[src/rtl/uart_rx.sv]
// 8N1 UART receiver: two-flop synchroniser, edge-triggered start detect,
// mid-bit sampling, valid/ready output register with overrun and framing-error pulses.
//
// state | meaning
// IDLE  | waiting for a falling edge on the synchronised line
// START | timing to mid start bit; re-checks the line to reject glitches
// DATA  | sampling 8 data bits LSB first, one per bit period
// STOP  | timing to mid stop bit; delivers the byte or flags a framing error
module uart_rx #(
  parameter int CLK_FREQ = 100,
  parameter int BIT_RATE = 115200
) (
  input  logic       clk,
  input  logic       rst_n,
  input  logic       uart_i,
  input  logic       ready,
  output logic       valid,
  output logic [7:0] data,
  output logic       busy,
  output logic       frame_err,
  output logic       overrun
);

  localparam int CYCLE = (CLK_FREQ * 1000 * 1000) / BIT_RATE;
  localparam int HALF  = CYCLE / 2;
  localparam int CW    = $clog2(CYCLE);
  localparam logic [CW-1:0] CNT_HALF = CW'(HALF - 1);
  localparam logic [CW-1:0] CNT_LAST = CW'(CYCLE - 1);

  typedef enum logic [1:0] {IDLE, START, DATA, STOP} state_t;

  state_t        state, state_d;
  logic          rx_m, rx_s, rx_p;
  logic [CW-1:0] cnt;
  logic [2:0]    bit_cnt;
  logic [7:0]    bits;
  logic          sample, deliver, stop_bad;

  assign busy = (state != IDLE);

  always_comb begin
    state_d  = state;
    sample   = 1'b0;
    deliver  = 1'b0;
    stop_bad = 1'b0;
    case (state)
      IDLE:  if (rx_p && !rx_s) state_d = START;
      START: if (cnt == CNT_HALF) state_d = rx_s ? IDLE : DATA;
      DATA: begin
        if (cnt == CNT_LAST) begin
          sample = 1'b1;
          if (bit_cnt == 3'd7) state_d = STOP;
        end
      end
      STOP: begin
        if (cnt == CNT_LAST) begin
          state_d  = IDLE;
          deliver  = rx_s;
          stop_bad = !rx_s;
        end
      end
      default: state_d = IDLE;
    endcase
  end

  always_ff @(posedge clk) begin
    if (!rst_n) begin
      rx_m      <= 1'b1;
      rx_s      <= 1'b1;
      rx_p      <= 1'b1;
      state     <= IDLE;
      cnt       <= '0;
      bit_cnt   <= '0;
      bits      <= '0;
      valid     <= 1'b0;
      data      <= '0;
      frame_err <= 1'b0;
      overrun   <= 1'b0;
    end else begin
      rx_m  <= uart_i;
      rx_s  <= rx_m;
      rx_p  <= rx_s;
      state <= state_d;

      if (state_d != state) begin
        cnt     <= '0;
        bit_cnt <= '0;
      end else if (state != IDLE) begin
        cnt <= (cnt == CNT_LAST) ? '0 : cnt + CW'(1);
        if (sample) bit_cnt <= bit_cnt + 3'd1;
      end

      if (sample) bits[bit_cnt] <= rx_s;

      frame_err <= stop_bad;
      overrun   <= deliver && valid && !ready;

      // a consume in the same cycle frees the register for the new byte
      if (deliver && (!valid || ready)) begin
        data  <= bits;
        valid <= 1'b1;
      end else if (valid && ready) begin
        valid <= 1'b0;
      end
    end
  end

endmodule
[config.mk]
export PLATFORM = sky130hd
export DESIGN_NAME = uart_rx
export DESIGN_NICKNAME = d
export VERILOG_FILES = /design/src/rtl/uart_rx.sv
export SDC_FILE = /design/constraint.sdc
export NUM_CORES = 1
export LEC_CHECK = 0
export CORE_MARGIN = 1
export CORE_UTILIZATION = 47
export DETAILED_ROUTE_END_ITERATION = 10
export GPL_ROUTABILITY_DRIVEN = 0
export PLACE_DENSITY_LB_ADDON = 0.3
export REMOVE_ABC_BUFFERS = 1
export SLEW_MARGIN = 20
export SYNTH_ARGS = -nofsm -noshare
export SYNTH_HDL_FRONTEND = slang
export SYNTH_SLANG_ARGS = --single-unit
export TNS_END_PERCENT = 50
[constraint.sdc]
create_clock -name clk -period 3 [get_ports clk]
set_input_delay 0.3 -clock clk [delete_from_list [all_inputs] [get_ports clk]]
set_output_delay 0.3 -clock clk [all_outputs]
set_load 0.01 [all_outputs]
Word-level counts from Yosys, hierarchy flattened
Cells that the tools add are included.

$add $sub $neg: 2. Multiply operators: 0. Div/mod/pow operators: 0. $lt $le $gt $ge: 2. Eq/ne operators: 7. Shift operators: 0. Muxes and demuxes: 17. Bitwise logic cells: 1. Reductions and logical operators: 16.

Operators by type and width (number): $mux W2 (6); $add A10 B1 Y10 const B (1); $eq A10 B10 Y1 const B (1); $eq A10 B9 Y1 const B (1); $mux W10 (1); $bwmux W8 (1); $pmux W2 S4 (1); $mux W1 (7); $logic_and A1 B1 Y1 (6); $eq A2 B2 Y1 const B (2); $lt A3 B4 Y1 const B (1); $reduce_bool A2 Y1 (2); $add A3 B1 Y3 const B (1); $demux W1 S3 (1); $eq A3 B3 Y1 const B (1); $ge A3 B1 Y1 const B (1); $logic_not A1 Y1 (3); $reduce_and A3 Y1 (1); $eq A2 B1 Y1 const B (1); $logic_not A2 Y1 (1); $ne A2 B2 Y1 (1); $reduce_and A2 Y1 (1); $reduce_or A2 Y1 (1); $logic_or A1 B1 Y1 (1); $not A1 Y1 (1).

Register bits: 37. Latch bits: 0. Memory bits (writable): 0. Memory bits (read-only): 0. Output and inout port bits: 12. Memories: 0.

Depth between registers and ports, before layout
Depth after elaboration: 6. Mapped depth: 7. Depth with buffers taken out: 6.

Least setup slack after synthesis
No wires, ideal clock.

Path kind: reg-to-reg. Start point: reg cnt[0]. End point: reg cnt[8]. Library setup time: 0.138 ns. Arrival: 1.362 ns. Required time: 2.862 ns. Setup slack: 1.500 ns. Stages on the path, launching flop included: 6. Period minus slack after synthesis: 1.500 ns. Path through: dfxtp_1 > ha_1 > o21ai_0 > nor4_1 > xnor2_1 > nor3_1.

Word-level cells in the longest chain between the ends: 5.

Ends and longest elaborated chain: start: declaration (RTL line 34) `logic [CW-1:0] cnt;`; start signal: assignment (RTL line 89) `cnt <= (cnt == CNT_LAST) ? '0 : cnt + CW'(1);`; $eq A10 B10 Y1 or $eq A10 B9 Y1 (tied branches); $mux W2, on equally long branches (RTL line 56, 48, 50); $pmux W2 S4 (RTL line 46) `case (state)`; $ne A2 B2 Y1 (RTL line 85) `if (state_d != state) begin`; $reduce_or A2 Y1 (no source line).

Parallel ways exist; a longest one is shown, timed or not. A chain may end at the register's enable or synchronous reset.

Worst setup path in the final report
Start point: reg state[1]. End point: out busy.

Word-level cells in the longest chain between the ends: 1.

Ends and longest elaborated chain: start: declaration (RTL line 32) `state_t state, state_d;`; start signal: assignment (RTL line 83) `state <= state_d;`; $reduce_bool A2 Y1 (RTL line 39) `assign busy = (state != IDLE);`; end: declaration (RTL line 19) `output logic busy,`.

Every way passes these cells.

==> results.py <==
metrics = {
    "critical_path": {
        "critical-path-max-stage-delay_ns": 0.59,
        "r2r_start": "state[1]$_SDFF_PN0_",
        "path_cells": "nor2_1, inv_1, clkdlybuf4s50_1",
        "worstSetupPathType": "reg -> out",
        "startpoint_type": "register",
        "cp.required_ns": 2.70,
        "path_buf_inv": 2,
        "r2r_end": "bits[2]$_SDFFE_PN0P_",
        "endpoint_kind": "output port",
        "cp_slowest_cell": "dfxtp_1",
        "r2r_setup_slack_ns": 1.13,
        "path_delay_family": "buffers and inverters",
        "worst-path-max-fanout": 12,
        "worstRegToRegCells": 4,
        "cp.arrival_ns": 1.80,
    },
    "cells_and_area": {
        "nFillCells": 299,
        "syn_to_final_growth_pct": 13.3,
        "finish.net_count": 206,
        "diodes": 0,
        "fin_area_um2": 1920,
        "final_core_util_pct": 56.8,
        "drive_above_1_share_pct": 8.54,
    },
    "sta": {
        "relSlewSlack_pct": 50.4,
        "tightestPinTransition_ns": 0.737,
        "finalSetupViolCount": 0,
        "maxSlewViolCount": 0,
        "fin_crit_sh_pct": 70.0,
        "final-hold-violation-count": 0,
        "period_needed_ns": 2.10,
        "fin_skew_ns": 0.0147,
        "setup_tns_ns": 0,
        "rsz0062_at_grt": "no",
        "fmax_ghz": 0.476,
        "setup_slack_ns": 0.901,
    },
    "grt": {
        "antenna_found_initial": 0,
        "grt_pass1_wl_um": 6290,
        "track_usage_pct": 20.8,
        "grt_max_degree": 18,
        "grt_remaining_overflow": 0,
        "grt_pass1_vias": 1408,
    },
    "clocking": {
        "cts_buffers": 5,
        "cts.htree.levels": 2,
        "cts_resized": 0,
        "cts_sinks": 37,
        "postCtsSetupBuffers": 0,
        "clk_pin_slew_ns": 0.11,
        "cts_hold_buf": 0,
        "cts_root_buf": "clkbuf_4",
        "cts_buffer_depth": 2,
        "clk_latency_ns": 0.37,
        "cts_tree": "yes",
    },
    "synthesis": {
        "synth_seq_area_share_pct": 43.6,
        "syn-cell-area_um2": 1700,
        "synth-edff-count": 0,
        "synth.largest_area_cell": "dfxtp_1",
        "ys.flop_type": "dfxtp_1",
        "ys_types": 43,
        "synth.most_common_cell": "dfxtp_1",
        "ys_warn_count": 0,
        "synthCells": 186,
        "synth.top_cells.by_area": "dfxtp_1 44%, nor3_1 4.7%, mux2i_1 4.1%",
        "syn_area_per_cell_um2": 9.13,
        "synthArstFlopShare_pct": 0,
        "synth_top_area_share_pct": 43.6,
        "synth_common_cells": "37 x dfxtp_1, 16 x nor3_1, 15 x nand2_1",
        "ys_seq_elements": 37,
    },
    "hold_path": {
        "min_path_cells": 1,
        "worst_hold_path.endpoint": "rx_s$_SDFF_PN1_",
        "hold_path.class": "reg -> reg",
        "hold_start": "rx_m$_SDFF_PN1_",
    },
    "power_and_ir_drop": {
        "clockPowerShare_pct": 40.5,
        "power.leakage_nw": 0.662,
        "p_switching_uw": 202,
        "p_int_uw": 681,
        "combPwrFrac_pct": 2.9,
        "switching_share_pct": 22.9,
        "ir_worst_vdd_mv": 0.307,
        "power_uw": 882,
        "power_frac_seq_pct": 56.6,
        "p_per_area_nw_per_um2": 459,
    },
    "routing": {
        "vias_per_cell": 5.64,
        "firstDrtPassIters": 4,
        "via_count": 1381,
        "wl_per_cell_um": 14.2,
        "antenna_left": 0,
        "drt_iter0_markers": 56,
        "post-route-drc-count": 0,
        "totalWireLength_um": 3470,
    },
    "die": {
        "num_rows": 21,
        "die_h_um": 62.1,
        "dieArea_um2": 3860,
        "fp.coreArea_um2": 3390,
        "start_util_pct": 50.1,
        "die_width_um": 62.1,
        "io_pins": 16,
    },
    "placed_design": {
        "dpl-instance-area_um2": 1840,
        "hpwlAfterDp_um": 2490,
        "port_buffers": 15,
        "dpl_worst_slack_ns": 0.920,
    },
    "job": {
        "maxCapViolations": 0,
    },
    "run_status": {
        "outcome": "completed",
    },
}
-- state kept, by name, summed over array words and instances (netlist names), 2 cells and up --
signal,flops
cnt,10
state,2
bit_cnt,3
data,8
bits,8
-- power groups by stage --
| stage | Combinational [mW] | Clock (mW) | Sequential (mW) |
|---|---|---|---|
| 2_1_floorplan | 0.0136 | 0 | 0.509 |
| 3_3_place_gp | 0.0244 | 0 | 0.510 |
| 3_5_place_dp | 0.0254 | 0 | 0.510 |
| 4_1_cts | 0.0260 | 0.366 | 0.499 |
| 5_1_grt | 0.0286 | 0.386 | 0.500 |
| 6_report | 0.0256 | 0.358 | 0.499 |
-- area by class of cell --
| type | instances | area [um^2] | share of cell area (%) |
|---|---|---|---|
| Sequential cell | 37 | 741 | 38.5 |
| Tap cell | 46 | 57.6 | 2.99 |
| Multi-Input combinational cell | 132 | 866 | 45.0 |
| Clock inverter | 3 | 46.3 | 2.41 |
| Timing Repair Buffer | 15 | 150 | 7.80 |
| Clock buffer | 5 | 37.5 | 1.95 |
| Inverter | 7 | 26.3 | 1.37 |
-- logic make-up (layout without fill, tap and decap cells) --
kind of cell / after synthesis / after routing / share of synthesized area, %
buf+inv: 17 / 30 / 5.38
compound gates: 32 / 32 / 12.5
flops: 37 / 37 / 43.6
simple gates: 80 / 80 / 26.8
mux: 7 / 7 / 4.13
xor+xnor: 9 / 9 / 4.64
fa+ha+maj: 4 / 4 / 2.95
-- cell usage in the layout (no fill, tap or decap), types with 2 or more instances in the layout --
| cell | Yosys | routed |
|---|---|---|
| dfxtp_1 | 37 | 37 |
| nor3_1 | 16 | 16 |
| nand2_1 | 15 | 15 |
| clkdlybuf4s50_1 | 0 | 15 |
| nand3_1 | 13 | 13 |
| a21oi_1 | 10 | 10 |
| o21ai_0 | 9 | 9 |
| nor2_1 | 8 | 8 |
| xnor2_1 | 7 | 7 |
| mux2i_1 | 7 | 7 |
| inv_1 | 6 | 6 |
| clkbuf_4 | 0 | 5 |
| nor4_1 | 4 | 4 |
| ha_1 | 4 | 4 |
| nor2b_1 | 3 | 3 |
| nand4_1 | 3 | 3 |
| o211ai_1 | 3 | 3 |
| nand2b_1 | 3 | 3 |
| or3_1 | 3 | 3 |
| or2_2 | 2 | 2 |
| xor2_1 | 2 | 2 |
| o31ai_1 | 2 | 2 |
-- worst max path at each step --
| stage | to | slack, ns | from | cells after the start |
|---|---|---|---|---|
| 3_5_place_dp | cnt[6]$_SDFFE_PP0N_ | 0.92 | rst_n | 3 |
| 4_1_cts | busy | 0.92 | state[1]$_SDFF_PN0_ | 3 |
| 3_3_place_gp | bit_cnt[1]$_SDFFE_PP0P_ | 1.02 | rst_n | 3 |
| 5_1_grt | busy | 0.79 | state[1]$_SDFF_PN0_ | 3 |
| 6_report | busy | 0.90 | state[1]$_SDFF_PN0_ | 3 |
| 2_1_floorplan | bits[7]$_SDFFE_PN0P_ | 1.42 | state[1]$_SDFF_PN0_ | 4 |
-- metal layers --
layer / track usage (%) / vias up / share of wire (%) / wire length [um]
met2: 36.3 / 31 / 48 / 1680
met5: 0 / - / 0 / 0
li1: - / 694 / - / -
met3: 4.60 / 7 / 4.2 / 147
met1: 23.7 / 649 / 45 / 1580
met4: 10.8 / 0 / 2.2 / 75
-- metrics by stage --
stage                     hold WS, ns  std cells
final                           0.428        245
after global routing            0.459        245
after CTS                       0.434        245
after detailed placement        0.402        237
after global placement          0.401        237
after floorplan                 0.373        176
Power figures use the tool's default switching activity.
